--- config.mk ---
export PLATFORM = sky130hd
export DESIGN_NAME = pkt_mux_reg
export DESIGN_NICKNAME = d
export VERILOG_FILES = /design/src/rtl/mux_pkg.sv /design/src/rtl/rr_arbiter.sv /design/src/rtl/pkt_mux_reg.sv
export SDC_FILE = /design/constraint.sdc
export NUM_CORES = 1
export LEC_CHECK = 0
export ABC_AREA = 1
export BUFFER_PORTS_ARGS = -buffer_cell sky130_fd_sc_hd__buf_2
export CORE_MARGIN = 2
export CORE_UTILIZATION = 40
export DETAILED_ROUTE_END_ITERATION = 8
export GPL_ROUTABILITY_DRIVEN = 0
export PLACE_DENSITY = 0.73
export SYNTH_ARGS = -nofsm -noshare
export SYNTH_HDL_FRONTEND = slang
export SYNTH_SLANG_ARGS = --single-unit
--- constraint.sdc ---
create_clock -name clk -period 1.2 [get_ports clk]
set_input_delay 0.12 -clock clk [delete_from_list [all_inputs] [get_ports clk]]
set_output_delay 0.12 -clock clk [all_outputs]
set_load 0.02 [all_outputs]
--- src/rtl/mux_pkg.sv ---
`default_nettype none
// ============================================================================
//  Module      : mux_pkg
//  Description : Shared definitions for the packet mux: grant policy codes
//                and the packet-lock state encoding.
//  Revision    : 1.0 - initial release
// ============================================================================
package mux_pkg;

    // Grant policy selector values for pkt_mux_reg.MODE
    localparam int MODE_SEL = 0;   // explicit channel select via sel/sel_en
    localparam int MODE_RR  = 1;   // round-robin among valid channels

    // IDLE: no channel owns the output; LOCK: a packet is in progress
    typedef enum logic [0:0] {
        IDLE = 1'b0,
        LOCK = 1'b1
    } state_t;

endpackage : mux_pkg
`default_nettype wire

--- src/rtl/rr_arbiter.sv ---
`default_nettype none
// ============================================================================
//  Module      : rr_arbiter
//  Description : Combinational round-robin search. Returns the first
//                requesting index at or above ptr, wrapping N-1 -> 0.
//  Ports       : req[N]      - request vector
//                ptr[SW]     - search start index (0..N-1)
//                grant[SW]   - chosen index (0 when nothing requested)
//                grant_valid - at least one request present
//  Revision    : 1.0 - initial release
// ============================================================================
module rr_arbiter #(
    parameter int N  = 2,
    parameter int SW = 1
) (
    input  logic [N-1:0]  req,
    input  logic [SW-1:0] ptr,
    output logic [SW-1:0] grant,
    output logic          grant_valid
);

    localparam int          NP  = 2 ** SW;
    localparam logic [SW:0] c_N = (SW + 1)'(N);

    // Requests padded to a power of two so any SW-bit index is in range
    logic [NP-1:0] w_req_pad;
    logic [SW:0]   w_idx;

    // Walk the offsets from farthest to nearest so the nearest requester
    // (the one closest to ptr going upward) is the last to write grant.
    always_comb begin
        w_req_pad         = '0;
        w_req_pad[N-1:0]  = req;
        grant             = '0;
        grant_valid       = 1'b0;
        w_idx             = '0;
        for (int k = N - 1; k >= 0; k--) begin
            w_idx = {1'b0, ptr} + (SW + 1)'(k);
            if (w_idx >= c_N) begin
                w_idx = w_idx - c_N;
            end
            if (w_req_pad[w_idx[SW-1:0]]) begin
                grant       = w_idx[SW-1:0];
                grant_valid = 1'b1;
            end
        end
    end

endmodule : rr_arbiter
`default_nettype wire

--- src/rtl/pkt_mux_reg.sv ---
`default_nettype none
// ============================================================================
//  Module      : pkt_mux_reg
//  Description : N-to-1 packet multiplexer with a single registered output
//                stage. A channel is granted at packet start and held until
//                its last beat transfers. Grant is chosen by explicit select
//                (MODE_SEL) or round-robin (MODE_RR).
//  Ports       : clk, areset_n              - clock, async active-low reset
//                in_valid/in_data/in_last   - N input channels
//                in_ready                   - per-channel accept (one-hot/0)
//                sel_en, sel                - channel select (MODE_SEL only)
//                out_valid/out_data/out_last- registered output beat
//                out_ready                  - downstream accept
//  Revision    : 1.0 - initial release
// ============================================================================
module pkt_mux_reg
    import mux_pkg::*;
#(
    parameter  int W    = 8,
    parameter  int N    = 2,
    parameter  int MODE = MODE_SEL,
    localparam int SW   = (N > 1) ? $clog2(N) : 1
) (
    input  logic           clk,
    input  logic           areset_n,
    input  logic [N-1:0]   in_valid,
    input  logic [N*W-1:0] in_data,
    input  logic [N-1:0]   in_last,
    output logic [N-1:0]   in_ready,
    input  logic           sel_en,
    input  logic [SW-1:0]  sel,
    output logic           out_valid,
    output logic [W-1:0]   out_data,
    output logic           out_last,
    input  logic           out_ready
);

    localparam logic [SW:0] c_N = (SW + 1)'(N);

    // ------------------------------------------------------------------
    // Elaboration-time parameter legality
    // ------------------------------------------------------------------
    if (N < 2 || N > 16) begin : g_chk_n
        $error("pkt_mux_reg: N must be in 2..16");
    end
    if (MODE != MODE_SEL && MODE != MODE_RR) begin : g_chk_mode
        $error("pkt_mux_reg: MODE must be MODE_SEL or MODE_RR");
    end
    if (W < 1) begin : g_chk_w
        $error("pkt_mux_reg: W must be >= 1");
    end

    state_t        r_state, w_state_nxt;
    logic [SW-1:0] r_grant, w_grant_nxt;
    logic [SW-1:0] r_rr_ptr, w_rr_ptr_nxt;

    logic          r_out_valid;
    logic [W-1:0]  r_out_data;
    logic          r_out_last;

    logic [SW-1:0] w_cand;       // IDLE candidate channel
    logic          w_cand_ok;    // candidate exists and is in range
    logic          w_locked;
    logic          w_load_ok;    // output register can take a beat
    logic [SW-1:0] w_gidx;       // channel currently granted
    logic          w_g_ok;
    logic [N-1:0]  w_ready;
    logic          w_xfer;
    logic [W-1:0]  w_xdata;
    logic          w_xlast;

    // ------------------------------------------------------------------
    // Candidate selection while IDLE
    // ------------------------------------------------------------------
    if (MODE == MODE_RR) begin : g_rr
        rr_arbiter #(
            .N  (N),
            .SW (SW)
        ) u_rr_arbiter (
            .req         (in_valid),
            .ptr         (r_rr_ptr),
            .grant       (w_cand),
            .grant_valid (w_cand_ok)
        );
    end else begin : g_sel
        // Out-of-range select (sel >= N) grants nobody
        always_comb begin
            w_cand    = sel_en ? sel : '0;
            w_cand_ok = ({1'b0, w_cand} < c_N);
        end
    end

    assign w_locked  = (r_state == LOCK);
    assign w_load_ok = !r_out_valid || out_ready;
    assign w_gidx    = w_locked ? r_grant : w_cand;
    assign w_g_ok    = w_locked || w_cand_ok;

    // While locked the owner is ready even without valid; while idle only a
    // valid candidate is, so an idle channel's ready never appears alone.
    // Ready is forced low for the whole time reset is asserted.
    for (genvar g = 0; g < N; g++) begin : g_ready
        assign w_ready[g] = areset_n && w_load_ok && w_g_ok &&
                            (w_gidx == SW'(g)) && (w_locked || in_valid[g]);
    end

    assign in_ready = w_ready;
    assign w_xfer   = |(w_ready & in_valid);

    // Beat mux: at most one ready bit is set, so a priority loop is safe
    always_comb begin
        w_xdata = '0;
        w_xlast = 1'b0;
        for (int g = 0; g < N; g++) begin
            if (w_ready[g] && in_valid[g]) begin
                w_xdata = in_data[g*W +: W];
                w_xlast = in_last[g];
            end
        end
    end

    // ------------------------------------------------------------------
    // Packet lock FSM
    // ------------------------------------------------------------------
    always_ff @(posedge clk or negedge areset_n) begin
        if (!areset_n) begin
            r_state  <= IDLE;
            r_grant  <= '0;
            r_rr_ptr <= '0;
        end else begin
            r_state  <= w_state_nxt;
            r_grant  <= w_grant_nxt;
            r_rr_ptr <= w_rr_ptr_nxt;
        end
    end

    always_comb begin
        w_state_nxt  = r_state;
        w_grant_nxt  = r_grant;
        w_rr_ptr_nxt = r_rr_ptr;
        if (w_xfer) begin
            case (r_state)
                IDLE: begin
                    // Single-beat packets never take the lock
                    if (!w_xlast) begin
                        w_state_nxt = LOCK;
                        w_grant_nxt = w_gidx;
                    end
                end
                LOCK: begin
                    if (w_xlast) begin
                        w_state_nxt = IDLE;
                    end
                end
            endcase
            // Next round-robin search starts just past the finishing owner
            if (w_xlast) begin
                w_rr_ptr_nxt = ({1'b0, w_gidx} == c_N - 1'b1) ? '0 : w_gidx + 1'b1;
            end
        end
    end

    // ------------------------------------------------------------------
    // Output register: data/last only change when a new beat is loaded,
    // so they hold stable under backpressure.
    // ------------------------------------------------------------------
    always_ff @(posedge clk or negedge areset_n) begin
        if (!areset_n) begin
            r_out_valid <= 1'b0;
            r_out_data  <= '0;
            r_out_last  <= 1'b0;
        end else if (w_load_ok) begin
            r_out_valid <= w_xfer;
            if (w_xfer) begin
                r_out_data <= w_xdata;
                r_out_last <= w_xlast;
            end
        end
    end

    assign out_valid = r_out_valid;
    assign out_data  = r_out_data;
    assign out_last  = r_out_last;

endmodule : pkt_mux_reg
`default_nettype wire

==> results.sh <==
export IMPL_clk_transition_reported_paths_ns=0.07
export IMPL_slew_viol_final=0
export IMPL_drtIter0Drc=3
export IMPL_ff2ff_path_depth=9
export IMPL_worstPathArrival_ns=1.33
export IMPL_route_top_layer_used="met3"
export IMPL_via_count_of_the_first_global_routing_pass=700
export IMPL_die_width_um=48.1
export IMPL_setup_slack_ns=-0.246
export IMPL_final_layout_size_suffix_gt1_share_pct=69.5
export IMPL_tns_ns=-1.49
export IMPL_postRouteAntennaNets=0
export IMPL_antenna_diode_count=0
export IMPL_post_synth_top_area_share_pct=38.5
export IMPL_via_density_per_instance=4.63
export IMPL_timing_worst_setup_path_type="flip-flop to primary output"
export IMPL_clock_latency_ns=0.27
export IMPL_detailroute_via_count=723
export IMPL_setup_viol=13
export IMPL_maxCapViolCount=0
export IMPL_syn_to_final_growth_pct=54.9
export IMPL_grt_ovfl_total=0
export IMPL_worst_path_max_fanout=4
export IMPL_peak_supply_drop_uv=1230
export IMPL_cts_htree_levels=1
export IMPL_fin_skew_ns=0.00307
export IMPL_largest_net_degree_at_the_start_of_global_routing=13
export IMPL_hp_class="input port to flip-flop"
export IMPL_initial_standard_cell_utilization_of_the_core_pct=43.7
export IMPL_antenna_found_initial=0
export IMPL_grt_setup_unrepaired="yes"
export IMPL_synth_area_leaders="sky130_fd_sc_hd__dfrtp_1 39%, sky130_fd_sc_hd__nand2_4 16%, sky130_fd_sc_hd__nand3_2 13%"
export IMPL_finalWirelength_um=1710
export IMPL_std_cell_rows=15
export IMPL_cts_tree="done"
export IMPL_placeableCoreArea_um2=1780
export IMPL_drc=0
export IMPL_top_cells_by_instance_count_after_synthesis="14 x sky130_fd_sc_hd__nand2_1, 12 x sky130_fd_sc_hd__dfrtp_1, 11 x sky130_fd_sc_hd__nand2_4, 11 x sky130_fd_sc_hd__nand3_1, 10 x sky130_fd_sc_hd__nand3_2"
export IMPL_die_height_um=48.1
export IMPL_pwr_density_nw_per_um2=2120
export IMPL_detail_route_met3_wl_um=83
export IMPL_setup_worst_path_start="r_state$_DFFE_PN0P_"
export IMPL_ys_types=19
export IMPL_n_fill_cell=150
export IMPL_endpoints_failing_hold=0
export IMPL_synthDominantAreaCellType="sky130_fd_sc_hd__dfrtp_1"
export IMPL_detail_route_first_pass_iterations=2
export IMPL_reg2reg_start="r_state$_DFFE_PN0P_"
export IMPL_timing_hold_ws_ns=0.0618
export IMPL_global_route_wire_length_before_repair_um=2740
export IMPL_wl_per_cell_um=11.0
export IMPL_synth_most_common_cell="sky130_fd_sc_hd__nand2_1"
export IMPL_violations_in_the_final_reports="negative setup slack"
export IMPL_globalRouteTotalUtil_pct=16.9
export IMPL_slew_headroom_pct=82.8
export IMPL_average_footprint_of_a_synthesized_cell_um2=9.87
export IMPL_outcome="finished with violations"
export IMPL_clock_fmax_ghz=0.691
export IMPL_fin_nets=157
export IMPL_synth_seq_area_share_pct=38.5
export IMPL_place_port_buffers=36
export IMPL_final_min_period_over_clock_period_pct=121
export IMPL_cts_root_buf="sky130_fd_sc_hd__clkbuf_4"
export IMPL_yosys_warnings=0
export IMPL_min_delay_start="in_data[8]"
export IMPL_hold_path_cell_count=3
export IMPL_postSynthRegisterBits=12
export IMPL_ys_async_sr_fraction_pct=100
export IMPL_tightest_slew_ns=0.258
export IMPL_synth_top_flop_cell="sky130_fd_sc_hd__dfrtp_1"
export IMPL_worstPathRequired_ns=1.08
export IMPL_clkSinkCount=12
export IMPL_design_portCount=37
export IMPL_synth_net_count=104
export IMPL_numCtsBuffers=3
export IMPL_p_leak_nw=0.701
export IMPL_detail_route_wirelength_met1_um=679
export IMPL_met2RoutedLength_um=951
export IMPL_clockBufferDepth=2
export IMPL_finalWorstPathRequiredPeriod_ns=1.45
export IMPL_synthesis_area_um2=779
export IMPL_die_area_um2=2320
export IMPL_worst_setup_path_end_kind="primary output"
export IMPL_synth_cells=79
export IMPL_dp_hpwl_um=1440
export IMPL_start_kind="flip-flop"
export IMPL_synth_edf_count=0
-- flip-flops by register name, indices dropped and copies added (netlist names) --
signal and cells:
out_data 8, out_last 1, out_valid 1, r_grant 1, r_state 1
-- cells in the final DEF, fill, tap and decap left out, drive strengths merged --
cell / count
buf: 49
nand2: 28
nand3: 21
dfrtp: 12
inv: 6
clkbuf: 4
nor2: 3
o21ai: 2
nand4: 2
clkinv: 1
nor3: 1
o21a: 1
dlygate4sd3: 1
-- layer usage --
layer / track usage, % / up-vias
li1: - / 365
met1: 19.2 / 341
met2: 30.8 / 17
met3: 5.56 / 0
met4: 3.24 / 0
met5: 0 / -
-- area by class of cell --
type | instances | area, um^2 | area share [%]
Timing Repair Buffer | 50 | 309 | 25.6
Clock buffer | 4 | 36.3 | 3.01
Sequential cell | 12 | 302 | 25.0
Tap cell | 25 | 31.3 | 2.59
Multi-Input combinational cell | 58 | 482 | 39.9
Inverter | 7 | 47.5 | 3.94
-- final timing paths --
kind                                           endpoint  slack [ns]
min in group asynchronous       out_data[0]$_DFFE_PN0P_        0.40
worst max-delay path                        in_ready[0]       -0.25
worst min-delay path            out_data[0]$_DFFE_PN0P_        0.06
worst max register to register      r_grant$_DFFE_PN0P_       -0.14
max in group asynchronous         out_valid$_DFFE_PN0N_        0.63
worst min register to register     out_last$_DFFE_PN0P_        0.50
-- power by group --
group / switching, mW / internal, mW / total (mW)
Sequential: 0.124 / 0.602 / 0.726
Clock: 0.134 / 0.184 / 0.318
Combinational: 0.864 / 0.656 / 1.52
Total: 1.12 / 1.44 / 2.56
-- per-stage QoR --
stage	power (mW)	instance area (um^2)	std cells	util (%)	setup WS [ns]
6_report	2.56	1210	156	67.7	-0.246
5_1_grt	2.76	1210	156	67.7	-0.315
4_1_cts	2.56	1190	156	66.8	-0.254
3_5_place_dp	2.05	1080	148	60.5	-0.0900
3_3_place_gp	2.01	1080	148	60.5	-0.0351
2_1_floorplan	1.57	798	79	-	0.0000461
-- cells by family after synthesis --
kind of cell,count (synthesis),share of synthesized area (%)
flops,12,38.5
simple gates,55,51.7
compound gates,3,2.25
buf+inv,9,7.54
-- timing repair --
item | 4_1_cts | 5_1_grt
endpoints found under the hold margin | 12 | 0
endpoints found under the setup margin | 13 | 14
resized for setup | 11 | 3
pin swaps | 3 | 3
hold buffers | 1 | 0
buffers inserted | 3 | 0
-- worst max-delay path: stages (launching register included) --
cell and delay, ns:
sky130_fd_sc_hd__dfrtp_1 0.42, sky130_fd_sc_hd__inv_2 0.07, sky130_fd_sc_hd__nand2_2 0.06, sky130_fd_sc_hd__nand2_4 0.08, sky130_fd_sc_hd__clkinv_4 0.06, sky130_fd_sc_hd__buf_6 0.11, sky130_fd_sc_hd__nor3_2 0.09, sky130_fd_sc_hd__buf_4 0.16
Power figures use the tool's default switching activity.
